### config.mk
export PLATFORM = sky130hd
export DESIGN_NAME = regfile_sb
export DESIGN_NICKNAME = d
export VERILOG_FILES = /design/src/rtl/regfile_sb.sv
export SDC_FILE = /design/constraint.sdc
export NUM_CORES = 2
export LEC_CHECK = 0
export CAP_MARGIN = 5
export CORE_MARGIN = 2
export CORE_UTILIZATION = 40
export DETAILED_ROUTE_END_ITERATION = 10
export DONT_BUFFER_PORTS = 1
export RECOVER_POWER = 50
export SYNTH_ARGS = -nofsm -noshare
export SYNTH_HDL_FRONTEND = slang
export SYNTH_SLANG_ARGS = --single-unit
### constraint.sdc
create_clock -name clk -period 2.26 [get_ports clk]
set_input_delay 0.452 -clock clk [delete_from_list [all_inputs] [get_ports clk]]
set_output_delay 0.452 -clock clk [all_outputs]
set_load 0.02 [all_outputs]
### src/rtl/regfile_sb.sv
// Register file: NRD combinational read ports, one posedge write port, and a per-register pending-write scoreboard.
// Latency: reads are zero-cycle combinational; writes and scoreboard updates take effect at the next posedge.
// Backpressure: none; the caller gates we with stall, and decode stalls on rd_busy/any_busy.
// Optional feature: define REGFILE_BYPASS_EN for same-cycle write-to-read bypass with rd_busy masking.
module regfile_sb #(
    parameter int DATA_W = 32,
    parameter int ADDR_W = 5,
    parameter int NRD    = 2
) (
    input  logic                  clk,
    input  logic                  flush_n,
    input  logic [NRD*ADDR_W-1:0] ra,
    output logic [NRD*DATA_W-1:0] rd,
    output logic [NRD-1:0]        rd_busy,
    input  logic                  we,
    input  logic [ADDR_W-1:0]     wa,
    input  logic [DATA_W-1:0]     wd,
    input  logic                  sb_set,
    input  logic [ADDR_W-1:0]     sb_addr,
    output logic                  any_busy
);

    localparam int NREG = 2 ** ADDR_W;

    logic [DATA_W-1:0] rf_q [NREG];
    logic [DATA_W-1:0] rf_d [NREG];
    logic [NREG-1:0]   busy_q;
    logic [NREG-1:0]   busy_d;

    // A write to r0 carries no meaning.
    logic wr_en;
    assign wr_en = we && (wa != '0);

    // Next state: a write stores data and retires the pending mark; a new producer set wins over a same-cycle clear.
    always_comb begin
        rf_d   = rf_q;
        busy_d = busy_q;
        if (wr_en) begin
            rf_d[wa]   = wd;
            busy_d[wa] = 1'b0;
        end
        if (sb_set && (sb_addr != '0)) begin
            busy_d[sb_addr] = 1'b1;
        end
        rf_d[0]   = '0;
        busy_d[0] = 1'b0;
    end

    // State registers; flush clears everything and overrides any same-cycle write or set.
    always_ff @(posedge clk) begin
        if (!flush_n) begin
            for (int k = 0; k < NREG; k++) begin
                rf_q[k] <= '0;
            end
            busy_q <= '0;
        end else begin
            rf_q   <= rf_d;
            busy_q <= busy_d;
        end
    end

    // Nothing is ever pending on r0, so this is the OR over real registers.
    assign any_busy = |busy_q;

    genvar i;
    generate
        for (i = 0; i < NRD; i++) begin : g_rd
            logic [ADDR_W-1:0] port_addr;
            logic [DATA_W-1:0] port_data;
            logic              port_busy;

            assign port_addr = ra[i*ADDR_W +: ADDR_W];

            // Read port: stored value and pending flag, optionally replaced by the write landing this cycle.
            always_comb begin
                port_data = rf_q[port_addr];
                port_busy = busy_q[port_addr];
`ifdef REGFILE_BYPASS_EN
                if (wr_en && (wa == port_addr)) begin
                    port_data = wd;
                    port_busy = 1'b0;
                end
`endif
                if (port_addr == '0) begin
                    port_data = '0;
                    port_busy = 1'b0;
                end
            end

            assign rd[i*DATA_W +: DATA_W] = port_data;
            assign rd_busy[i]             = port_busy;
        end
    endgenerate

endmodule

# --- Word level (Yosys, flattened, before mapping) ---
# Index checks and enable logic that the tools add are counted.
word_totals:
  out_inout_bits: 67
  input_bits: 56
  ff_bits: 1056
classes:
  n_lt_le_gt_ge: 10
  bitwise: 6
  n_reduce_logical: 10
  n_mux: 23
op_table:
  columns: ["op", "count"]
  rows:
  - ["1024-bit bitwise mux", 1]
  - ["32-bit binary-select mux with 5-bit select", 2]
  - ["32-bit two-way mux", 9]
  - ["32-bit demux with 5-bit select", 1]
  - ["32-bit AND", 1]
  - ["32-bit inverter", 1]
  - ["32-bit OR", 1]
  - ["32-bit OR reduction", 1]
  - ["5-bit by 6-bit less-than comparator with 1-bit output (second input constant)", 4]
  - ["6-bit >= comparator (second input constant)", 3]
  - ["5-bit inverter with 6-bit output", 3]
  - ["1-bit binary-select mux with 5-bit select", 2]
  - ["1-bit demux with 5-bit select", 2]
  - ["5-bit by 1-bit >= comparator with 1-bit output (second input constant)", 2]
  - ["5-bit logical NOT", 2]
  - ["5-bit nonzero test", 2]
  - ["6-bit by 1-bit less-than comparator with 1-bit output (second input constant)", 1]
  - ["1-bit two-way mux", 6]
  - ["1-bit logical AND", 5]

# --- Longest topological paths before layout ---
depth:
  ltp_word: 9
  depth_mapped: 9
  depth_no_buf: 4

# --- Worst setup path before layout ---
# OpenSTA, ideal clock, no wires.
synth_path:
  path_type: "input port to output port"
  from: "input port ra[1]"
  to: "output port rd[16]"
  path_slack_ns: -0.298
  n_path_buf: 4
  t_arrival_ns: 2.106
  stages: 6
  path_cell_list: "buf_4 > buf_2 > buf_2 > clkbuf_1 > a211oi_1 > nor4_1"
synth_between:
  elab_chain_len: 5
  word_cells_on_any_way: 6
synth_lines:
  columns: ["item", "line", "source"]
  rows:
  - ["from (decl)", "12", "input logic [NRD*ADDR_W-1:0] ra,"]
  - ["5-bit inverter with 6-bit output (not written as such)", "76", "port_data = rf_q[port_addr];"]
  - ["32-bit binary-select mux with 5-bit select", "76", null]
  - ["32-bit two-way mux (not written as such) (2 in a row)", "76", null]
  - ["32-bit two-way mux *", "84", "if (port_addr == '0) begin"]
  - ["to (decl)", "13", "output logic [NRD*DATA_W-1:0] rd,"]
# Every way passes the cells marked *; elsewhere a longest branch is shown, timed or not. The select of a mux whose other input is x is not followed.

# --- Worst setup path after layout ---
layout_path:
  from: "input port ra[0]"
  to: "output port rd[20]"
# Same word-level chain as after synthesis.

==> summary.txt <==
Status - complete, but fails checks
Failing checks - max-capacitance violations, max-slew violations, negative setup slack
Floorplan die height - 371 um
DR DRC count - 0
Worst setup margin - -0.969 ns
Final period util - 1.43
Antenna-violating nets left - 0
Core area - 0.134 mm2
H-tree depth - 3
Final Hold Fails - 0
Top_reg_cell synth - dfxtp_1
Max VDD drop - 0.669 mV
Synthesis Warnings - 0
Crit-path max FO - 271
Final core occ - 0.480
Syn Area/Cell - 9.24 um2
Register area share after synthesis - 0.380
Clock tree sinks - 1023
Vias in the first global route - 45500
Crit-path slowest cell - mux4_2
Final-layout fill cell count - 12200
Fin cells - 7659
Crit path time final - 3.23 ns
Length of the first detailed-routing pass in iterations - 5
Worst skew pair latency - 0.72 ns
Distinct cells, synth - 53
Pin count of the biggest net entering global routing - 869
Crit path required time - 1.81 ns
Clock Skew - 0 ns
Arrival time worst endpoint - 2.78 ns
Max Buffers Root-to-Sink - 3
CP startpoint kind - input pin
Worst min path class - in -> reg
Net Count, Synth - 5887
Dpl hpwl - 141 mm
Cell count after synthesis - 5831
WL/cell - 30.8 um
Overflow after GRT - 0
Total GRT Usage - 0.333
Worst-path clk slew - 0.06 ns
Layout cells sized above 1 - 0.263
Worst slew pin tran - 4.07 ns
Post-synthesis instance area - 0.0539 mm2
Peak Freq - 310 MHz
Rows - 134
Post-synthesis async set-or-reset flop share - 0
Rel. slew slack - -1.71
I/O Buffers - 0
1st-iter DRT viols - 7721
Via count - 48800
CTS root buffer - clkbuf_16
Initial antenna violation count - 6
Die ar. - 0.138 mm2
Worst-path cell chain - mux4_2 > a22oi_2 > nand4_1 > buf_4 > buf_6
Slew Viols, Final - 815
Delay of the slowest cell on the worst path - 0.87 ns
Post-layout net count - 5849
Overall routed net length - 236 mm
Inst Count DP - 7336
Initial Util - 0.403
Final setup viols - 458
Post-synthesis register bit count - 1023
Die W - 371 um
Kind of critical path - in -> out
Pwr/cell area - 655 mW/mm2
Post-synth EDFFs - 0
I/O Pins - 123
Gp weighted congestion - 0.928
Layout overhead on the synthesized area - 19.0%
RSZ-0062 raised after global routing - true
CP Capture Type - output pin
Pleak - 21.0 nW
Max_cap viols - 8
CTS tree - yes
CTS buffer count - 116
DR vias/cell - 6.37
First-pass GRT wire length - 333 mm
## cells in the mapped netlist, drive strengths merged (3+ instances only)
library cell,number,area share
o22ai,72,0.0084
mux4,452,0.19
a221oi,26,0.0042
a22o,30,0.0049
inv,17,0.0012
a221o,47,0.0087
mux2,68,0.014
a21oi,4,0.00037
and2,12,0.0014
a21boi,992,0.14
nand4,14,0.0016
and4bb,3,0.00070
a22oi,124,0.017
nand2,2022,0.14
nor2,33,0.0023
nand4b,3,0.00049
nor3,6,0.00084
o211ai,32,0.0045
a211o,18,0.0029
dfxtp,1023,0.38
nand2b,23,0.0027
nor2b,47,0.0055
a31oi,4,0.00046
and3,3,0.00035
and3b,7,0.0011
a211oi,35,0.0049
and4b,3,0.00056
clkbuf,398,0.028
nor4,9,0.0010
buf,221,0.022
mux2i,18,0.0033
nand3b,6,0.00084
nand3,43,0.0040
## flip-flops by register name, indices dropped and copies added (netlist names)
register / count
busy_q: 31
rf_q: 992
## per-stage QoR
| stage | setup TNS (ns) | setup WS [ns] | hold slack (ns) | power (mW) | area [um2] |
|---|---|---|---|---|---|
| 2_1_floorplan | -1.23 | -0.112 | 0.441 | 21.0 | 54400 |
| 3_3_place_gp | -14.25 | -0.580 | 0.448 | 21.3 | 57900 |
| 3_5_place_dp | -14.55 | -0.542 | 0.458 | 21.3 | 57900 |
| 4_1_cts | -28.88 | -0.646 | 0.00141 | 41.8 | 64300 |
| 5_1_grt | -36.96 | -0.717 | 0.0276 | 42.7 | 64100 |
| 6_report | -142.26 | -0.969 | 0.0308 | 42.0 | 64100 |
## critical path, delay by kind of cell
kind                   cells  cell delay [ns]
muxes                      1             0.87
buffers and inverters      2             0.37
and+or+nand+nor            1             0.29
AOI/OAI and AO/OA          1             0.25
## cell usage in the layout (no fill, tap or decap), drive strengths merged, types with 4 or more instances in the layout
cell type	synthesis	final
a211o	18	18
a211oi	35	35
a21boi	992	992
a21oi	4	4
a221o	47	47
a221oi	26	26
a22o	30	30
a22oi	124	124
a31oi	4	4
and2	12	12
and3b	7	7
buf	221	378
bufinv	0	12
clkbuf	398	235
clkinv	0	21
dfxtp	1023	1023
dlygate4sd3	0	25
inv	17	21
mux2	68	68
mux2i	18	18
mux4	452	452
nand2	2022	2022
nand2b	23	23
nand3	43	43
nand3b	6	6
nand4	14	14
nor2	33	33
nor2b	47	47
nor3	6	6
nor4	9	9
o211ai	32	32
o22ai	72	72
## kinds of logic after synthesis
logic type	share of synthesized area
AOI/OAI and AO/OA	0.195
buffers and inverters	0.0511
DFF	0.380
muxes	0.207
and+or+nand+nor	0.167
## report_power, final
part | internal [mW] | switching [mW] | total (mW)
logic | 1.66 | 1.85 | 3.51
clock network | 12.0 | 8.17 | 20.2
registers | 18.2 | 0.104 | 18.3
total | 31.9 | 10.1 | 42.0
## metal layers
metal  vias to the layer above  global-route usage  wire length [um]
met4                        11               0.158             13700
met1                     24300               0.446             90300
li1                      20400                   -                 -
met5                         -             0.00664               210
met2                      3384               0.479             97900
met3                       733               0.114             33500
## path summary, 6_finish.rpt
| path | start | to | depth (start not counted) | slack, ns |
|---|---|---|---|---|
| hold reg to reg | rf_q[208] | rf_q[208] | 2 | 0.46 |
| hold / removal | wd[13] | rf_q[525] | 3 | 0.03 |
| setup / recovery | ra[0] | rd[20] | 5 | -0.97 |
| setup reg to reg | rf_q[220] | rf_q[220] | 3 | 0.96 |
## final cells by class
cell class / instances / area (um2) / area share
Tap cell: 1768 / 2210 / 0.0345
Timing Repair Buffer: 463 / 5020 / 0.0783
Clock inverter: 39 / 546 / 0.00851
Clock buffer: 175 / 3510 / 0.0547
Inverter: 17 / 63.8 / 0.000995
Antenna cell: 2 / 5.00 / 0.0000781
Multi-Input combinational cell: 4172 / 32000 / 0.499
Sequential cell: 1023 / 20800 / 0.324
## timing repair
action,CTS,global route
gates resized for setup,344,78
setup buffers,61,11
hold endpoints to repair,1006,0
hold buffers,58,0
endpoints found under the setup margin,67,67
pin swaps,121,59
cloned,0,1
No activity file was read; power rests on OpenSTA's default activity.
